**src/rtl/display_scan_mux.sv**
```systemverilog
// display_scan_mux: six-digit 7-seg scan driver with ghost blanking, field blink, hour leading-zero suppression and colon (ports: clk, reset, six BCD digits, set_sw, blink_sel, lz_en -> seg_out, dig_en, dp_out)
module display_scan_mux #(
  parameter int SCAN_DIV  = 50000,
  parameter int BLANK_CYC = 2,
  parameter int BLINK_DIV = 25000000
) (
  input  logic       clk,
  input  logic       reset,
  input  logic [3:0] digit_sec0,
  input  logic [3:0] digit_sec1,
  input  logic [3:0] digit_min0,
  input  logic [3:0] digit_min1,
  input  logic [3:0] digit_hour0,
  input  logic [3:0] digit_hour1,
  input  logic       set_sw,
  input  logic [1:0] blink_sel,
  input  logic       lz_en,
  output logic [6:0] seg_out,
  output logic [5:0] dig_en,
  output logic       dp_out
);
  localparam int SW = $clog2(SCAN_DIV);
  localparam int BW = $clog2(BLINK_DIV);
  logic [SW-1:0] scan_cnt_q, scan_cnt_d;
  logic [BW-1:0] blink_cnt_q, blink_cnt_d;
  logic [2:0]    idx_q, idx_d;
  logic          blink_phase_q, blink_phase_d;
  logic [6:0]    seg_q, seg_d, dec;
  logic [5:0]    dig_q, dig_d;
  logic          dp_q, dp_d, blank;
  logic [3:0]    d;
  always_comb begin
    scan_cnt_d    = scan_cnt_q == SW'(SCAN_DIV - 1) ? '0 : scan_cnt_q + 1'b1;
    idx_d         = scan_cnt_q != SW'(SCAN_DIV - 1) ? idx_q : idx_q == 3'd5 ? 3'd0 : idx_q + 3'd1;
    blink_cnt_d   = blink_cnt_q == BW'(BLINK_DIV - 1) ? '0 : blink_cnt_q + 1'b1;
    blink_phase_d = blink_cnt_q == BW'(BLINK_DIV - 1) ? ~blink_phase_q : blink_phase_q;
    d = idx_q == 3'd0 ? digit_sec0 : idx_q == 3'd1 ? digit_sec1 :
        idx_q == 3'd2 ? digit_min0 : idx_q == 3'd3 ? digit_min1 :
        idx_q == 3'd4 ? digit_hour0 : digit_hour1;
    case (d)
      4'd0:    dec = 7'h3F;
      4'd1:    dec = 7'h06;
      4'd2:    dec = 7'h5B;
      4'd3:    dec = 7'h4F;
      4'd4:    dec = 7'h66;
      4'd5:    dec = 7'h6D;
      4'd6:    dec = 7'h7D;
      4'd7:    dec = 7'h07;
      4'd8:    dec = 7'h7F;
      4'd9:    dec = 7'h6F;
      default: dec = 7'h40;
    endcase
    // idx[2:1] is the field number: 0 seconds, 1 minutes, 2 hours; blink_sel is that plus one
    blank = (set_sw & blink_phase_q & (blink_sel != 2'd0) & (idx_q[2:1] == 2'(blink_sel - 2'd1)))
          | (lz_en & (idx_q == 3'd5) & (digit_hour1 == 4'd0));
    seg_d = blank ? 7'h00 : dec;
    dig_d = scan_cnt_q < SW'(BLANK_CYC) ? 6'b0 : 6'b1 << idx_q;
    dp_d  = (idx_q == 3'd2 || idx_q == 3'd4) & (set_sw | ~blink_phase_q);
  end
  always_ff @(posedge clk) begin
    if (reset) begin
      scan_cnt_q    <= '0;
      idx_q         <= '0;
      blink_cnt_q   <= '0;
      blink_phase_q <= 1'b0;
      seg_q         <= '0;
      dig_q         <= '0;
      dp_q          <= 1'b0;
    end else begin
      scan_cnt_q    <= scan_cnt_d;
      idx_q         <= idx_d;
      blink_cnt_q   <= blink_cnt_d;
      blink_phase_q <= blink_phase_d;
      seg_q         <= seg_d;
      dig_q         <= dig_d;
      dp_q          <= dp_d;
    end
  end
  assign seg_out = seg_q;
  assign dig_en  = dig_q;
  assign dp_out  = dp_q;
endmodule

```
**config.mk**
```make
export PLATFORM = sky130hd
export DESIGN_NAME = display_scan_mux
export DESIGN_NICKNAME = d
export VERILOG_FILES = /design/src/rtl/display_scan_mux.sv
export SDC_FILE = /design/constraint.sdc
export NUM_CORES = 1
export LEC_CHECK = 0
export ABC_AREA = 1
export CAP_MARGIN = 20
export CORE_MARGIN = 3
export CORE_UTILIZATION = 45
export DETAILED_ROUTE_END_ITERATION = 6
export PLACE_DENSITY = 0.68
export SLEW_MARGIN = 20
export SYNTH_ARGS = -nofsm -noshare
export SYNTH_HDL_FRONTEND = slang
export SYNTH_SLANG_ARGS = --single-unit
export TNS_END_PERCENT = 100
```
**constraint.sdc**
```tcl
create_clock -name clk -period 3.82 [get_ports clk]
set_input_delay 0.382 -clock clk [delete_from_list [all_inputs] [get_ports clk]]
set_output_delay 0.382 -clock clk [all_outputs]
set_load 0.01 [all_outputs]
```
# Yosys cells after proc, flatten, opt, wreduce, memory -nomap -nowiden
# Memory sizes are Yosys's and may differ from the RTL's. A register that Yosys moved wholly into a read port is not among the register bits.
# Index checks and enable logic that the tools add are counted.
# totals
regBits	52
romBits	112
inputBits	30
out_inout_bits	14
word_cells	45
memories	1
# mem_list
name	depth	width	rd	rd_ports_with_merged_regs	write_ports	line_no	text
(no name shown)	16	7	1	1	0	40	case (d)
# classes
addsub	4
order_cmp	1
eq_ne	9
shifts	1
n_mux	6
bitwise_logic	9
reduce_logical	8
# ops
op	n
25-bit by 1-bit adder with 25-bit output, second input constant	1
25-bit equality test, second input constant	1
4-bit 2-to-1 mux	5
16-bit by 1-bit adder with 16-bit output, second input constant	1
16-bit equality test, second input constant	1
16-bit by 2-bit less-than comparator with 1-bit output, second input constant	1
16-bit inequality test, second input constant	1
2-bit OR reduction	4
1-bit AND	6
3-bit by 2-bit equality test with 1-bit output, second input constant	2
3-bit equality test, second input constant	2
1-bit by 3-bit << shifter with 6-bit output, first input constant	1
4-bit logical NOT	1
3-bit by 1-bit adder with 3-bit output, second input constant	1
3-bit by 1-bit equality test with 1-bit output, second input constant	1
3-bit logical NOT	1
3-bit 2-to-1 mux	1
2-bit equality test	1
1-bit bitwise OR	2
2-bit nonzero test	1
2-bit by 1-bit subtractor with 2-bit output, second input constant	1
1-bit logical OR	1
1-bit NOT	1

# Depth between registers and ports, before layout
# Gate-level depths: netlist of the first run.
# depth
word_depth	6
depth_mapped	18

# Worst setup path before layout of the first run
# No wires, ideal clock.
# synth_path
path_kind	register -> register
from	register idx_q[2]
to	register seg_q[3] (netlist: seg_out[3])
t_arrival_ns	1.777
required_ns	3.709
setup_slack_ns	1.931
path_stages_with_launch	12
n_path_buf	1
period_less_slack_ns	1.889
cell_sequence	dfxtp_1 buf_4 nor3_4 inv_1 or2_2 nand2_1 inv_1 ha_1 nand2_1 nand2_1 nor2_1 nor2_1
# synth_between
elab_chain_cells	6
# synth_lines
item	line_no	text
start: declaration	26	logic [2:0] idx_q, idx_d;
start signal: assignment	71	idx_q <= idx_d;
3-bit equality test	39	idx_q == 3'd4 ? digit_hour0 : digit_hour1;
4-bit 2-to-1 mux	39	
4-bit 2-to-1 mux (2 in a row)	38	idx_q == 3'd2 ? digit_min0 : idx_q == 3'd3 ? digit_min1 :
4-bit 2-to-1 mux (2 in a row)	37	d = idx_q == 3'd0 ? digit_sec0 : idx_q == 3'd1 ? digit_sec1 :
end: declaration	28	logic [6:0] seg_q, seg_d, dec;
# Several ways; a longest one is shown, not always the timed one.
# A chain may end at the register's enable or synchronous reset.

# Worst setup path in the final report of the first run
# Same ends and word-level chain as after synthesis.

==> impl_metrics.env, run 1 <==
export IMPL_wire_per_inst_um=11.4
export IMPL_grt_max_degree=25
export IMPL_drcViolationCount=0
export IMPL_area_delta_synth_final_pct=23.5
export IMPL_crit_chain="inv_2, ha_1, inv_1, nand3_1, nand2_1, nand2_1, nand2_1, o21ai_2, inv_1, ha_1, nand2_1, nand2_1, nor2_1, nor2_1"
export IMPL_grt_pass1_wl_um=10800
export IMPL_seq_power_share_pct=47.7
export IMPL_dpl_cell_area_um2=3510
export IMPL_numClockSinks=59
export IMPL_crit_fanout=10
export IMPL_p_clk_share_pct=44.4
export IMPL_num_vias=2796
export IMPL_grt_ovfl_total=0
export IMPL_wl_met2_um=2990
export IMPL_cts_setup_buffers=0
export IMPL_final_common_cell="nand2_1"
export IMPL_syn_cell_area_um2=3020
export IMPL_gp_congestion=0.851
export IMPL_p_sw_mw=0.291
export IMPL_ioPinCount=44
export IMPL_worst_path_max_delay_cell="dfxtp_1"
export IMPL_drt_iter0_drc=142
export IMPL_cts_buffer_depth=2
export IMPL_cts_repair_resized=0
export IMPL_max_stage_delay_ps=660
export IMPL_cts_root_buf="clkbuf_8"
export IMPL_dieArea_um2=7720
export IMPL_drv_slew=0
export IMPL_clkTransAtPathRegs_ps=70
export IMPL_layout_drive_gt1_share_pct=7.71
export IMPL_n_fill_cell=618
export IMPL_combPwrFrac_pct=7.9
export IMPL_tightestPinTransition_ps=884
export IMPL_firstDrtPassIters=4
export IMPL_totalPowerFinal_mw=1.33
export IMPL_fin_util_pct=58.0
export IMPL_syn_nets=464
export IMPL_path_common_cell="nand2_1"
export IMPL_wl_met3_um=269
export IMPL_ys_types=38
export IMPL_status="finished clean"
export IMPL_clk_latency_ps=330
export IMPL_ir_drop_mv=0.232
export IMPL_critPathBufInv=3
export IMPL_crit_required_ps=4050
export IMPL_setup_viol=0
export IMPL_period_share_pct=61.1
export IMPL_fin_area_um2=3730
export IMPL_synth_seq_area_share_pct=39.1
export IMPL_nets=512
export IMPL_rsz0062_at_grt="false"
export IMPL_vias_per_cell=5.02
export IMPL_crit_type="flip-flop to flip-flop"
export IMPL_grt_usage_pct=17.7
export IMPL_grt_pass1_vias=2523
export IMPL_die_w_um=87.9
export IMPL_yosys_warnings=0
export IMPL_final_cells=557
export IMPL_synth_cells=427
export IMPL_finalClockSkew_ps=7.67
export IMPL_cts_buffers=9
export IMPL_start_util_pct=47.0
export IMPL_critPathTopFamily="flip-flops"
export IMPL_ys_ff_latch=59
export IMPL_maxCapViolations=0
export IMPL_fmax_ghz=0.429
export IMPL_critPathCaptureType="flip-flop"
export IMPL_seqCellArea_um2=1180
export IMPL_multi_input_area_um2=1580
export IMPL_die_h_um=87.9
export IMPL_core_area_um2=6420
export IMPL_avgSynthCellArea_um2=7.07
export IMPL_numPlacedInstances=541
export IMPL_hold_class="flip-flop to flip-flop"
export IMPL_maxUsedRoutingLayer="met4"
export IMPL_wirelength_um=6350
export IMPL_final_cell_mix="75 x nand2_1, 71 x nor2_1, 59 x dfxtp_1"
export IMPL_swShare_pct=22.0
export IMPL_met1_length_um=2980
export IMPL_leakage_nw=1.50
export IMPL_crit_path_start_kind="flip-flop"
export IMPL_htreeDepth=3
export IMPL_min_period_ps=2330
export IMPL_dp_final_hpwl_um=4940
export IMPL_hold_viol=0
export IMPL_internal_power_mw=1.03
export IMPL_antenna_found_initial=0
export IMPL_io_buffers=43
export IMPL_slew_headroom_pct=40.4
export IMPL_cts_hold_buffers=0
export IMPL_drtAntennaViolNets=0
export IMPL_num_rows=29
export IMPL_cts_tree="yes"
export IMPL_crit_arrival_ps=2570
export IMPL_diodes=0
export IMPL_power_density_nw_per_um2=356
export IMPL_fin_tns_setup_ps=0
per-stage QoR:
step / setup slack (ps) / hold WS [ps]
floorplan: 1930 / 418
global placement: 1620 / 431
detailed placement: 1500 / 442
CTS: 1490 / 453
global route: 1250 / 480
finish: 1490 / 449
sequential cells by signal, indices dropped and copies added, names as in the netlist:
| name | flops |
|---|---|
| dig_en | 6 |
| blink_phase_q | 1 |
| idx_q | 3 |
| scan_cnt_q | 16 |
| seg_out | 7 |
| blink_cnt_q | 25 |
| dp_out | 1 |
worst reg2reg max path, cell delays in order, from the launching register on:
cell     delay, ps
dfxtp_1        660
inv_2          130
ha_1           270
inv_1          140
nand3_1        100
nand2_1         90
nand2_1         50
nand2_1         70
o21ai_2         80
inv_1          150
ha_1           250
nand2_1         60
nand2_1         50
nor2_1          90
nor2_1          40
power by group through the flow:
stage / clock network (mW) / logic, mW / registers, mW
2_1_floorplan: 0 / 0.0467 / 0.649
3_3_place_gp: 0 / 0.105 / 0.645
3_5_place_dp: 0 / 0.105 / 0.646
4_1_cts: 0.609 / 0.105 / 0.632
5_1_grt: 0.634 / 0.116 / 0.633
6_report: 0.589 / 0.105 / 0.632
path summary, 6_finish.rpt:
kind | slack, ps | cells after the start | end | startpoint
worst max-delay path | 1490 | 14 | seg_out[3] | idx_q[2]
worst min-delay path | 450 | 1 | scan_cnt_q[0] | scan_cnt_q[0]
worst max register to register | 1490 | 14 | seg_out[3] | idx_q[2]
worst min register to register | 450 | 1 | scan_cnt_q[0] | scan_cnt_q[0]
logic make-up (layout without fill, tap and decap cells):
group	Yosys count	count (layout)	share of synthesized area, %
xor gates and xnor gates	17	17	4.93
AOI/OAI and AO/OA	35	35	6.59
DFF	59	59	39.1
and+or+nand+nor	244	244	37.9
adders and majority gates	7	7	2.90
buffers and inverters	65	118	8.50
synthesized netlist by cell type:
library cell  number  share of area [%]
nand2_2            3               0.62
ha_1               7                2.9
inv_4              1               0.21
dfxtp_1           59                 39
nor3_2             1               0.33
nand3b_1           3               0.75
o21ai_0            9                1.5
buf_4              2               0.50
a221oi_1           1               0.29
o21ai_2            1               0.29
nand3_2            2               0.66
or2_4              1               0.29
clkbuf_1           3               0.37
nor2_2             2               0.41
or4_1              1               0.25
o22ai_1            1               0.21
xnor2_1            4                1.2
a211oi_1           1               0.25
nor4_1             6                1.2
inv_2              3               0.37
or2_0              3               0.62
a21oi_1           16                2.7
nor2_1            71                8.8
nor3b_1            5                1.2
nand2_1           75                9.3
a21oi_2            1               0.29
nor3_4             1               0.54
nor3_1            19                3.2
nor2_8             1               0.66
o21a_1             2               0.50
or2_2              3               0.62
a31oi_1            3               0.62
clkinv_2           1               0.17
inv_1             54                6.7
xor2_1            13                3.8
nand4_1           14                2.9
buf_2              1               0.17
nand3_1           33                5.5
cell type report:
class	instances	area share, %
clock buffers	12	4.43
clock inverters	4	1.28
inverters	59	6.04
multi-input cells	303	42.4
flip-flops and latches	59	31.7
well taps	77	2.59
repair buffers	43	11.6
per-layer routing:
metal | up-vias | GRT usage [%]
met1 | 1259 | 22.1
li1 | 1480 | -
met3 | 11 | 6.77
met4 | 0 | 6.14
met2 | 46 | 28.0
met5 | - | 0
Power figures use the tool's default switching activity.
==> run 2: changes to the inputs <==
--- a/config.mk
+++ b/config.mk
@@ -10,7 +10,7 @@
 export CORE_MARGIN = 3
 export CORE_UTILIZATION = 45
 export DETAILED_ROUTE_END_ITERATION = 6
-export PLACE_DENSITY = 0.68
+export PLACE_DENSITY = 0.71
 export SLEW_MARGIN = 20
 export SYNTH_ARGS = -nofsm -noshare
 export SYNTH_HDL_FRONTEND = slang
==> constraint.sdc (replaced) <==
create_clock -name clk -period 1.9 [get_ports clk]
set_input_delay 0.19 -clock clk [delete_from_list [all_inputs] [get_ports clk]]
set_output_delay 0.19 -clock clk [all_outputs]
set_load 0.01 [all_outputs]
==> impl_metrics.env, run 2 (same netlist as run 1, synthesis figures left out) <==
export IMPL_cts_tree="yes"
export IMPL_cts_buffer_depth=2
export IMPL_clk_latency_ps=350
export IMPL_rsz0062_at_grt="true"
export IMPL_critPathBufInv=3
export IMPL_power_density_nw_per_um2=643
export IMPL_seq_power_share_pct=46.8
export IMPL_numPlacedInstances=564
export IMPL_drt_iter0_drc=178
export IMPL_crit_chain="inv_4, or2_4, nor2_8, inv_4, or2_4, nand3_4, nand3_2, a21oi_2, inv_2, nor2_1"
export IMPL_grtUsageMet3_pct=3.67
export IMPL_cp_depth=10
export IMPL_slew_headroom_pct=59.3
export IMPL_numClockSinks=59
export IMPL_dp_final_hpwl_um=5320
export IMPL_fin_tns_setup_ps=0
export IMPL_max_stage_delay_ps=400
export IMPL_period_share_pct=97.3
export IMPL_dpl_cell_area_um2=3710
export IMPL_layout_drive_gt1_share_pct=21.7
export IMPL_critPathCaptureType="flip-flop"
export IMPL_combPwrFrac_pct=9.5
export IMPL_crit_end="seg_out[0]"
export IMPL_io_buffers=43
export IMPL_die_w_um=87.9
export IMPL_ioPinCount=44
export IMPL_fmax_ghz=0.541
export IMPL_final_common_cell="nand2_1"
export IMPL_grt_max_degree=17
export IMPL_dieArea_um2=7720
export IMPL_crit_path_start_kind="flip-flop"
export IMPL_num_vias=2960
export IMPL_drv_slew=0
export IMPL_cts_buffers=9
export IMPL_num_rows=29
export IMPL_fin_area_um2=4220
export IMPL_final_cell_mix="68 x nand2_1, 62 x nor2_1, 54 x dfxtp_1"
export IMPL_r2r_start="idx_q[0]"
export IMPL_ir_drop_mv=0.464
export IMPL_start_util_pct=47.0
export IMPL_setup_viol=0
export IMPL_final_cells=588
export IMPL_cts_root_buf="clkbuf_8"
export IMPL_clkTransAtPathRegs_ps=60
export IMPL_htreeDepth=3
export IMPL_busiest_layer="met2"
export IMPL_grt_pass1_vias=2745
export IMPL_finalClockSkew_ps=10.9
export IMPL_antenna_found_initial=0
export IMPL_hold_viol=0
export IMPL_grt_ovfl_total=0
export IMPL_hold_class="flip-flop to flip-flop"
export IMPL_maxCapViolations=0
export IMPL_min_period_ps=1850
export IMPL_leakage_nw=1.75
export IMPL_swShare_pct=23.6
export IMPL_worst_path_max_delay_cell="dfxtp_4"
export IMPL_drcViolationCount=0
export IMPL_crit_arrival_ps=2130
export IMPL_rr_endpoint="seg_out[0]"
export IMPL_nets=543
export IMPL_grt_pass1_wl_um=11700
export IMPL_crit_fanout=6
export IMPL_core_area_um2=6420
export IMPL_p_sw_mw=0.640
export IMPL_diodes=0
export IMPL_p_clk_share_pct=43.7
export IMPL_critPathTopFamily="simple AND/OR/NAND/NOR gates"
export IMPL_drtAntennaViolNets=0
export IMPL_internal_power_mw=2.07
export IMPL_wirelength_um=7660
export IMPL_area_delta_synth_final_pct=39.7
export IMPL_die_h_um=87.9
export IMPL_critical_path_startpoint="idx_q[0]"
export IMPL_grt_usage_pct=19.2
export IMPL_ff2ff_path_depth=10
export IMPL_crit_type="flip-flop to flip-flop"
export IMPL_fin_hold_ws_ps=414
export IMPL_grtUsageMet2_pct=31.6
export IMPL_gp_congestion=0.870
export IMPL_use_met1_pct=24.2
export IMPL_top_register="blink_cnt_q"
export IMPL_tightestPinTransition_ps=607
export IMPL_wire_per_inst_um=13.0
export IMPL_crit_required_ps=2180
export IMPL_firstDrtPassIters=5
export IMPL_regToRegSetupSlack_ps=50
export IMPL_largest_reg_flops=25
export IMPL_status="finished clean"
export IMPL_vias_per_cell=5.03
-- run 2: cell count changes in the layout (fill, tap and decap cells not counted), moves of 4 or more --
cell	previous run	this run
buf_4	0	28
dfxtp_1	59	54
ha_1	7	3
ha_4	0	4
inv_1	54	50
nand2_1	75	68
nand2_4	0	4
nand3_1	33	25
nand3_2	2	9
nor2_1	71	62
nor2_2	2	8
-- run 2: area by class of cell --
| class | count | area (um^2) |
|---|---|---|
| Fill cell | 527 | 2210 |
| Multi-Input combinational cell | 303 | 1800 |
| Sequential cell | 59 | 1190 |
| Timing Repair Buffer | 74 | 692 |
| Inverter | 59 | 231 |
| Clock buffer | 12 | 155 |
| Tap cell | 77 | 96.3 |
| Clock inverter | 4 | 48.8 |
-- run 2: layer usage --
metal | part of all wire (%) | up-vias
li1 | - | 1546
met1 | 44 | 1338
met2 | 50 | 58
met3 | 3.8 | 18
met4 | 2.2 | 0
met5 | 0 | -
-- run 2: worst min-delay path by stage --
stage	startpoint	to	cells after the start
CTS	scan_cnt_q[0]	scan_cnt_q[0]	1
floorplan	reset	blink_phase_q	1
global route	blink_cnt_q[0]	blink_cnt_q[0]	1
finish	blink_cnt_q[0]	blink_cnt_q[0]	1
global placement	scan_cnt_q[0]	scan_cnt_q[0]	1
detailed placement	scan_cnt_q[0]	scan_cnt_q[0]	1
-- run 2: repair_timing --
item	in CTS	in global routing
setup buffers	1	7
endpoints found under the hold margin	0	0
pin swaps	1	18
gates resized for setup	11	54
hold buffers	0	0
endpoints found under the setup margin	9	37
-- run 2: power groups by stage --
stage                     combinational, mW  sequential (mW)  clock, mW
after floorplan                      0.0939             1.30          0
after global placement                0.227             1.30          0
after detailed placement              0.231             1.30          0
after CTS                             0.233             1.27       1.21
after global routing                  0.281             1.27       1.28
final                                 0.259             1.27       1.18
-- run 2: through the flow --
| step | setup WS (ps) | util [%] | power [mW] |
|---|---|---|---|
| floorplan | 11.3 | - | 1.40 |
| global placement | 48.2 | 57.8 | 1.52 |
| detailed placement | -95.8 | 57.8 | 1.53 |
| CTS | 11.2 | 61.6 | 2.71 |
| global route | -79.4 | 65.7 | 2.83 |
| finish | 51.8 | 65.7 | 2.71 |
==> run 3: changes to the inputs <==
--- a/config.mk
+++ b/config.mk
@@ -7,7 +7,7 @@
 export LEC_CHECK = 0
 export ABC_AREA = 1
 export CAP_MARGIN = 20
-export CORE_MARGIN = 3
+export CORE_MARGIN = 5
 export CORE_UTILIZATION = 45
 export DETAILED_ROUTE_END_ITERATION = 6
 export PLACE_DENSITY = 0.71
==> impl_metrics.env, run 3 (same netlist as run 1, synthesis figures left out) <==
export IMPL_crit_arrival_ps=2080
export IMPL_cts_buffers=9
export IMPL_crit_chain="buf_6, or2_4, nor2_8, inv_4, nand3_2, nand2_2, nand2_2, inv_1, ha_1, nand2_1, nand2_1, nor2_1, nor2_1"
export IMPL_crit_path_start_kind="flip-flop"
export IMPL_grt_pass1_wl_um=11800
export IMPL_htreeDepth=3
export IMPL_slew_headroom_pct=43.9
export IMPL_area_delta_synth_final_pct=35.4
export IMPL_critPathTopFamily="simple AND/OR/NAND/NOR gates"
export IMPL_hold_viol=0
export IMPL_num_rows=29
export IMPL_antenna_found_initial=0
export IMPL_status="finished clean"
export IMPL_critPathBufInv=3
export IMPL_critical_path_startpoint="idx_q[1]"
export IMPL_gp_congestion=0.880
export IMPL_firstDrtPassIters=4
export IMPL_dp_final_hpwl_um=5470
export IMPL_fin_tns_setup_ps=0
export IMPL_worst_path_max_delay_cell="dfxtp_4"
export IMPL_critPathCaptureType="flip-flop"
export IMPL_grtUsageMet2_pct=28.5
export IMPL_rr_endpoint="seg_out[3]"
export IMPL_crit_fanout=6
export IMPL_crit_end="seg_out[3]"
export IMPL_dieArea_um2=8440
export IMPL_die_h_um=91.9
export IMPL_clkTransAtPathRegs_ps=60
export IMPL_final_cell_mix="69 x nand2_1, 67 x nor2_1, 55 x dfxtp_1"
export IMPL_drcViolationCount=0
export IMPL_ir_drop_mv=0.503
export IMPL_cts_root_buf="clkbuf_8"
export IMPL_period_share_pct=97.6
export IMPL_r2r_start="idx_q[1]"
export IMPL_io_buffers=43
export IMPL_drv_slew=0
export IMPL_grtUsageMet3_pct=4.42
export IMPL_nets=539
export IMPL_grt_usage_pct=16.9
export IMPL_fin_util_pct=63.6
export IMPL_final_common_cell="nand2_1"
export IMPL_wirelength_um=7110
export IMPL_fin_area_um2=4090
export IMPL_fin_hold_ws_ps=433
export IMPL_clk_latency_ps=330
export IMPL_leakage_nw=1.66
export IMPL_max_stage_delay_ps=360
export IMPL_largest_reg_flops=25
export IMPL_grt_max_degree=17
export IMPL_ff2ff_path_depth=13
export IMPL_crit_type="flip-flop to flip-flop"
export IMPL_start_util_pct=47.0
export IMPL_grt_pass1_vias=2769
export IMPL_setup_viol=0
export IMPL_cts_hold_buffers=0
export IMPL_numClockSinks=59
export IMPL_tightestPinTransition_ps=833
export IMPL_busiest_layer="met2"
export IMPL_top_register="blink_cnt_q"
export IMPL_totalPowerFinal_mw=2.63
export IMPL_core_area_um2=6420
export IMPL_layout_drive_gt1_share_pct=18.6
export IMPL_wire_per_inst_um=12.2
export IMPL_cts_tree="yes"
export IMPL_ioPinCount=44
export IMPL_grt_ovfl_total=0
export IMPL_use_met1_pct=21.3
export IMPL_cts_buffer_depth=2
export IMPL_maxCapViolations=0
export IMPL_regToRegSetupSlack_ps=50
export IMPL_min_period_ps=1850
export IMPL_power_density_nw_per_um2=644
export IMPL_die_w_um=91.9
export IMPL_vias_per_cell=4.95
export IMPL_num_vias=2886
export IMPL_drt_iter0_drc=116
export IMPL_fmax_ghz=0.539
export IMPL_dpl_cell_area_um2=3710
export IMPL_diodes=0
export IMPL_hold_class="flip-flop to flip-flop"
export IMPL_finalClockSkew_ps=5.75
export IMPL_rsz0062_at_grt="true"
export IMPL_crit_required_ps=2120
export IMPL_drtAntennaViolNets=0
export IMPL_cp_depth=13
[run 3: changes by cell type in the layout (fill, tap and decap cells not counted), moves of 3 or more]
cell	previous run	this run
nor2_2	8	4
ha_4	4	1
buf_4	28	25
nor2_1	62	67
nand3_2	9	6
nand3_1	25	28
nand2_4	4	1
[run 3: worst min path at each step]
stage / cells after the start / slack (ps) / endpoint / start
after global routing: 1 / 460 / blink_cnt_q[0] / blink_cnt_q[0]
after detailed placement: 1 / 450 / blink_cnt_q[0] / blink_cnt_q[0]
after global placement: 1 / 430 / blink_cnt_q[0] / blink_cnt_q[0]
after CTS: 1 / 450 / blink_cnt_q[0] / blink_cnt_q[0]
final: 1 / 430 / blink_cnt_q[0] / blink_cnt_q[0]
after floorplan: 1 / 260 / blink_phase_q / reset
[run 3: routing by layer]
layer / wire length, um / up-vias / share of wire, %
li1: - / 1542 / -
met1: 3380 / 1295 / 48
met2: 3470 / 41 / 49
met3: 191 / 8 / 2.7
met4: 70 / 0 / 0.98
met5: 0 / - / 0
[run 3: layout make-up]
cell class | instances | area, um^2
timing repair buffer | 70 | 649
clock inverter | 2 | 35.0
multi-input combinational | 303 | 1730
tap | 77 | 96.3
inverter | 59 | 228
sequential | 59 | 1190
fill | 561 | 2340
clock buffer | 13 | 159
[run 3: timing repair]
action,4_1_cts,5_1_grt
hold endpoints to repair,0,0
pin swaps,0,13
setup buffers,0,3
resized for setup,5,39
endpoints found under the setup margin,7,16
[run 3: through the flow]
step	setup slack, ps	instances
3_5_place_dp	-66.5	565
6_report	46.4	583
3_3_place_gp	37.6	565
5_1_grt	-82.9	583
2_1_floorplan	11.3	427
4_1_cts	8.54	580
[run 3: power by group]
group / internal [mW] / switching, mW / leakage, nW
clock network: 0.669 / 0.457 / 0.0995
registers: 1.26 / 0.0109 / 0.480
logic: 0.128 / 0.106 / 1.08
